$ cat src/rtl/tt_driver.sv
// tt_driver: sweeps the 2-input truth table into an AND gate under test,
// holds each vector for DWELL cycles, samples the gate result in the last
// cycle of each vector and reports a saturating mismatch count and a verdict.
//
// state  | meaning
// -------+-----------------------------------------------------------
// IDLE   | waiting for start; a/b low, verdict from last run held
// DRIVE  | vector on a/b, settling for DWELL-1 cycles
// SAMPLE | last cycle of the vector; c is compared against a & b
// DONE   | one-cycle done pulse with the final verdict
module tt_driver #(
  parameter int DWELL    = 4,
  parameter int N_PASSES = 1
) (
  input  logic       clk,
  input  logic       rst_n,
  input  logic       start,
  output logic       a,
  output logic       b,
  input  logic       c,
  output logic       busy,
  output logic       done,
  output logic       pass,
  output logic [2:0] err_cnt,
  output logic [1:0] vec_idx
);

  typedef enum logic [1:0] {
    IDLE   = 2'd0,
    DRIVE  = 2'd1,
    SAMPLE = 2'd2,
    DONE   = 2'd3
  } state_t;

  // DRIVE occupies DWELL-1 cycles, so the down-counter is loaded with
  // DWELL-2 and DRIVE exits when it reaches zero.
  localparam logic [7:0] DWELL_LOAD = 8'(DWELL - 2);
  localparam logic [3:0] PASS_LAST  = 4'(N_PASSES - 1);

  state_t     state, state_nxt;
  logic [7:0] dwell_cnt, dwell_nxt;
  logic [3:0] pass_cnt, pass_cnt_nxt;
  logic [1:0] vec_nxt;
  logic [2:0] err_nxt;
  logic       a_nxt, b_nxt, busy_nxt, done_nxt, pass_nxt;

  logic       mismatch;
  logic [2:0] err_inc;
  logic [1:0] vec_inc;
  logic       last_vec;

  // Sample-cycle helpers: saturating error increment and end-of-run detect.
  always_comb begin
    mismatch = (c != (a & b));
    err_inc  = (mismatch && (err_cnt != 3'd7)) ? err_cnt + 3'd1 : err_cnt;
    vec_inc  = vec_idx + 2'd1;
    last_vec = (vec_idx == 2'd3) && (pass_cnt == PASS_LAST);
  end

  // Next-state and next-output decode; every register holds by default.
  always_comb begin
    state_nxt    = state;
    dwell_nxt    = dwell_cnt;
    pass_cnt_nxt = pass_cnt;
    vec_nxt      = vec_idx;
    err_nxt      = err_cnt;
    a_nxt        = a;
    b_nxt        = b;
    busy_nxt     = busy;
    done_nxt     = 1'b0;
    pass_nxt     = pass;

    unique case (state)
      IDLE: begin
        a_nxt    = 1'b0;
        b_nxt    = 1'b0;
        busy_nxt = 1'b0;
        if (start) begin
          state_nxt    = DRIVE;
          dwell_nxt    = DWELL_LOAD;
          pass_cnt_nxt = 4'd0;
          vec_nxt      = 2'd0;
          err_nxt      = 3'd0;
          pass_nxt     = 1'b0;
          busy_nxt     = 1'b1;
        end
      end

      DRIVE: begin
        if (dwell_cnt == 8'd0) begin
          state_nxt = SAMPLE;
        end else begin
          dwell_nxt = dwell_cnt - 8'd1;
        end
      end

      SAMPLE: begin
        err_nxt = err_inc;
        if (last_vec) begin
          state_nxt = DONE;
          busy_nxt  = 1'b0;
          done_nxt  = 1'b1;
          pass_nxt  = (err_inc == 3'd0);
          a_nxt     = 1'b0;
          b_nxt     = 1'b0;
          vec_nxt   = 2'd0;
        end else begin
          state_nxt = DRIVE;
          dwell_nxt = DWELL_LOAD;
          vec_nxt   = vec_inc;
          a_nxt     = vec_inc[1];
          b_nxt     = vec_inc[0];
          if (vec_idx == 2'd3) begin
            pass_cnt_nxt = pass_cnt + 4'd1;
          end
        end
      end

      DONE: begin
        // start is deliberately not looked at here; a new run can only be
        // accepted from IDLE on the following cycle.
        state_nxt = IDLE;
      end

      default: begin
        state_nxt = IDLE;
      end
    endcase
  end

  // State and registered outputs; reset abandons any run without a done pulse.
  always_ff @(posedge clk or negedge rst_n) begin
    if (!rst_n) begin
      state     <= IDLE;
      dwell_cnt <= 8'd0;
      pass_cnt  <= 4'd0;
      vec_idx   <= 2'd0;
      err_cnt   <= 3'd0;
      a         <= 1'b0;
      b         <= 1'b0;
      busy      <= 1'b0;
      done      <= 1'b0;
      pass      <= 1'b0;
    end else begin
      state     <= state_nxt;
      dwell_cnt <= dwell_nxt;
      pass_cnt  <= pass_cnt_nxt;
      vec_idx   <= vec_nxt;
      err_cnt   <= err_nxt;
      a         <= a_nxt;
      b         <= b_nxt;
      busy      <= busy_nxt;
      done      <= done_nxt;
      pass      <= pass_nxt;
    end
  end

endmodule

$ cat config.mk
export PLATFORM = sky130hd
export DESIGN_NAME = tt_driver
export DESIGN_NICKNAME = d
export VERILOG_FILES = /design/src/rtl/tt_driver.sv
export SDC_FILE = /design/constraint.sdc
export NUM_CORES = 1
export LEC_CHECK = 0
export ABC_AREA = 0
export CAP_MARGIN = 40
export CORE_UTILIZATION = 55
export CTS_CLUSTER_DIAMETER = 50
export DETAILED_ROUTE_END_ITERATION = 10
export DONT_BUFFER_PORTS = 1
export PLACE_DENSITY_LB_ADDON = 0.25
export SYNTH_ARGS = -nofsm -noshare
export SYNTH_HDL_FRONTEND = slang
export SYNTH_SLANG_ARGS = --single-unit
$ cat constraint.sdc
create_clock -name clk -period 4.9 [get_ports clk]
set_input_delay 0.98 -clock clk [delete_from_list [all_inputs] [get_ports clk]]
set_output_delay 0.98 -clock clk [all_outputs]
set_load 0.02 [all_outputs]
# [Word level (Yosys, flattened, before mapping)]
# Cells that the tools add are included.
[word_totals] reg_bits=24 latchBits=0 ram_bits=0 mem_bits_ro=0 n_memories=0
[classes] n_addsub=4 mul=0 n_div=0 n_lt_le_gt_ge=0 eq_ne=12 n_shift=0 n_mux=30 bitwise=1 n_reduce_logical=14
[ops] op="$mux 8" count=3
[ops] op="$pmux 8 s3" count=1
[ops] op="$mux 4" count=3
[ops] op="$ne 2x2->1 const B" count=6
[ops] op="$mux 2" count=5
[ops] op="$logic_not 8->1" count=1
[ops] op="$mux 1" count=8
[ops] op="$pmux 1 s2" count=4
[ops] op="$pmux 2 s4" count=1
[ops] op="$pmux 4 s2" count=1
[ops] op="$reduce_and 4->1" count=2
[ops] op="$sub 8x1->8 const B" count=1
[ops] op="$eq 2x2->1 const B" count=3
[ops] op="$mux 3" count=2
[ops] op="$pmux 3 s2" count=1
[ops] op="$reduce_and 2->1" count=3
[ops] op="$add 4x1->4 const B" count=1
[ops] op="$logic_not 4->1" count=1
[ops] op="$pmux 2 s2" count=1
[ops] op="$add 3x1->3 const B" count=1
[ops] op="$logic_not 3->1" count=1
[ops] op="$ne 3x3->1 const B" count=1
[ops] op="$reduce_and 3->1" count=1
[ops] op="$reduce_bool 3->1" count=1
[ops] op="7 further kinds" count=8

# [Longest topological paths before layout]
[logic_depth] word_depth=7 mapped_depth=7 mapped_depth_nobuf=6

# [Worst setup path before layout]
# No wires, ideal clock.
[synth_timing] kind="input -> register" startpoint="in start" endpoint="reg dwell_cnt[7]" setup_ns=0.066 t_arrival_ns=1.931 path_slack_ns=2.902 path_stages=4 path_cell_list="o21bai_1 > a21oi_1 > or4b_1 > nand2_1"
[synth_between] elab_chain_len=2
[synth_lines] item="start, declared" line_no="17" source="input logic start,"
[synth_lines] item="$ne 2x2->1 (no source line)"
[synth_lines] item="$reduce_and 4->1 (no source line)"
[synth_lines] item="end signal, assigned" line_no="146" source="dwell_cnt <= dwell_nxt;"
[synth_lines] item="end, declared" line_no="41" source="logic [7:0] dwell_cnt, dwell_nxt;"
# No other way between the ends.
# A chain may end at the register's enable or synchronous reset.

# [Worst setup path after layout]
[layout_timing] startpoint="reg vec_idx[0]" endpoint="reg dwell_cnt[7]"
[layout_between] elab_chain_len=4
[layout_lines] item="start, declared" line_no="25" source="output logic [1:0] vec_idx"
[layout_lines] item="start signal, assigned" line_no="148" source="vec_idx <= vec_nxt;"
[layout_lines] item="$eq 2x2->1" line_no="57" source="last_vec = (vec_idx == 2'd3) && (pass_cnt == PASS_LAST);"
[layout_lines] item="$logic_and 1x1->1" line_no="57"
[layout_lines] item="$ne 2x2->1 (no source line)"
[layout_lines] item="$reduce_and 4->1 (no source line)"
# No other way between the ends.

==> summary.md <==
| Metric | Value |
|---|---|
| Critical path type | `flop to flop` |
| Synth area leader | `dfrtp_1` |
| Cell class contributing the biggest share of worst-path delay | `simple AND/OR/NAND/NOR gates` |
| Placed cell count | `157` |
| Post-CTS resize count | `0` |
| Fillers | `198` |
| NetSw | `309 uW` |
| RSZ-0062 raised after global routing | `false` |
| Layout area overhead | `4.26%` |
| Metal3 WL | `71 um` |
| Pins Over Slew Limit | `0` |
| Max Used Layer | `met4` |
| Largest net degree at the start of global routing | `25` |
| Worst EP required | `5170 ps` |
| Commonest non-fill, non-tap cells in the layout | `24 x dfrtp_1, 11 x nand2_1, 9 x o21ai_0, 8 x inv_1` |
| Routed wire per std cell | `15.4 um` |
| IO Count | `14` |
| R2r endpoint | `dwell_cnt[7]$_DFFE_PN0P_` |
| Cell count of the worst reg-to-reg path | `6` |
| GRT overflow | `0` |
| Yosys reg bits | `24` |
| Main synth FF type | `dfrtp_1` |
| Seq/Total Area, Yosys | `45.4%` |
| Synth Instances | `132` |
| Detail Route Antenna Nets | `0` |
| Internal | `420 uW` |
| CP arrival | `2220 ps` |
| Top-area cell type share of the netlist area | `45.4%` |
| Critical Path, Cell by Cell | `ha_1 -> nor4bb_1 -> buf_4 -> a21oi_1 -> or4b_1 -> nand2_1` |
| Clk Latency, worst-skew pair | `320 ps` |
| Worst Setup End Kind | `flop` |
| CTS Buf Count | `3` |
| Rows | `17` |
| Min Tclk post-route | `1950 ps` |
| Placer Congestion | `0.804` |
| CTS tree | `built` |
| Setup TNS | `0 ps` |
| Status | `complete, no violations` |
| Core box area | `2230 um^2` |
| Critical path peak fanout | `9` |
| Worst slew pin tran | `563 ps` |
| Root Driver | `clkbuf_4` |
| Die area | `2600 um^2` |
| DRT Pass-1 Iters | `4` |
| Final Non-Filler Cells | `161` |
| Syn_area_per_cell | `10.0 um^2` |
| DRT met1 WL | `1180 um` |
| Hold WC Path Type | `primary input to async pin` |
| Asr flop ratio synth | `100%` |
| Worst-path clk slew | `130 ps` |
| Synth warn | `0` |
| Multi-input gate area | `669 um^2` |
| Antenna diodes | `0` |
| Dominant cells by area after synthesis | `dfrtp_1 45%, ha_1 5.7%, o21ai_0 3.4%, nand2_1 3.1%, a21oi_1 2.3%` |
| Fmax | `513 MHz` |
| EDFF count, synth | `0` |
| Final WL | `2480 um` |
| Detailed Route Iter0 Violations | `6` |
| Final setup vio count | `0` |
| Pwr/cell area | `529 nW/um^2` |
| Logic pwr share | `38.2%` |
| # DRC | `0` |
| Share of cells above drive strength 1 | `9.77%` |
| Die width | `51.0 um` |
| Slew HR | `62.4%` |
| Peak supply drop | `0.000317 V` |
| Worst Setup Start Kind | `flop` |
| Net Sw Frac | `42.4%` |
| Worst r2r src | `vec_idx[0]$_DFFE_PN0P_` |
| Hpwl dp | `1800 um` |
| GRT Resource Usage Total | `22.3%` |
| Vias in the first global route | `952` |
| Via density | `6.14` |
| Lkg Pwr | `0.652 nW` |
| DP Area | `1340 um^2` |
| CTS max path bufs | `2` |
| Total vias in the final route | `989` |
| Starting density of the core | `59.2%` |
| Num Clock Sinks | `24` |
| Met2 wire len | `1190 um` |
| Post-CTS setup buffers | `0` |
| R2R setup slack | `2950 ps` |
| Critical path startpoint | `vec_idx[0]$_DFFE_PN0P_` |
| First-pass GRT wire length | `4290 um` |
| Mapped Nets | `142` |
| Die height | `51.0 um` |
| H-tree depth | `1` |
| CTS Hold Bufs | `0` |
| IO buf count | `0` |
| Register area | `601 um^2` |
| Slowest stage delay, CP | `540 ps` |
| Synth cell types | `46` |
| Max-cap viol count | `0` |
| Final setup skew | `5.63 ps` |
| Sequential Power Share | `47.4%` |
| Final net count | `144` |
| Worst path bufs/invs | `1` |
| Cell area after layout | `1380 um^2` |
| Highest-delay cell along the critical path | `dfrtp_1` |
| Mapped Area | `1320 um^2` |
| Hold Fails Final Rpt | `0` |
| Final worst-path cycle share | `39.8%` |
| Clock share of power | `14.4%` |
| Most common cell after layout, fill and taps aside | `dfrtp_1` |
| Initial antenna violation count | `0` |
routing by layer:
metal  track usage [%]  up-vias
met4              9.72        0
met2              36.0       12
met1              29.0      478
met3              4.46        5
met5                 0        -
li1                  -      494
state kept, by name, indices dropped and copies added (netlist names):
name	flops
err_cnt	3
done	1
dwell_cnt	8
pass_cnt	4
state	2
busy	1
b	1
a	1
pass	1
vec_idx	2
power groups by stage:
stage,logic [mW],registers (mW),clock network (mW)
after floorplan,0.259,0.319,0
after global placement,0.271,0.348,0
after detailed placement,0.279,0.350,0
after CTS,0.280,0.346,0.109
after global routing,0.316,0.357,0.116
final,0.279,0.346,0.105
worst max path at each step:
| stage | endpoint | slack (ps) | depth (start not counted) |
|---|---|---|---|
| finish | dwell_cnt[7]$_DFFE_PN0P_ | 2950 | 6 |
| detailed placement | dwell_cnt[7]$_DFFE_PN0P_ | 2750 | 4 |
| global placement | dwell_cnt[7]$_DFFE_PN0P_ | 2800 | 4 |
| CTS | dwell_cnt[7]$_DFFE_PN0P_ | 2960 | 6 |
| floorplan | dwell_cnt[7]$_DFFE_PN0P_ | 2900 | 4 |
| global route | dwell_cnt[7]$_DFFE_PN0P_ | 2870 | 6 |
synthesized netlist by cell type, types with 2 or more instances:
master and number:
o31ai_1 2, o2bb2ai_1 3, a21oi_1 6, nor4_1 2
a22oi_1 2, nand2b_1 3, nand2_1 11, nor2_1 6
a21o_1 4, nor2b_1 2, nand3_1 2, dfrtp_1 24
o21ai_0 9, mux2i_1 3, inv_1 8, o22ai_1 2
ha_1 6, a22o_1 2, a31o_2 2, clkbuf_1 3
or3_1 3, nor3_1 3
cell families after synthesis:
logic type / count (synthesis) / share of synthesized area [%]
adder cells (fa/ha/maj): 6 / 5.68
buffers and inverters: 12 / 3.97
multiplexers: 3 / 2.27
AND/OR/NAND/NOR: 43 / 18.2
flip-flops: 24 / 45.4
AO/OA/AOI/OAI: 44 / 24.5
layout make-up:
cell class | count | area share, %
clock buffers | 4 | 2.63
well taps | 28 | 2.54
multi-input cells | 96 | 48.5
inverters | 8 | 2.18
repair buffers | 1 | 0.544
flip-flops and latches | 24 | 43.6
through the flow:
stage | total power, mW | hold WS, ps | setup WS [ps] | utilization [%]
after floorplan | 0.578 | 472 | 2900 | -
after global placement | 0.619 | 507 | 2800 | 60.1
after detailed placement | 0.628 | 519 | 2750 | 60.1
after CTS | 0.734 | 325 | 2960 | 61.7
after global routing | 0.788 | 304 | 2870 | 61.7
final | 0.729 | 329 | 2950 | 61.7
Power figures use the tool's default switching activity.
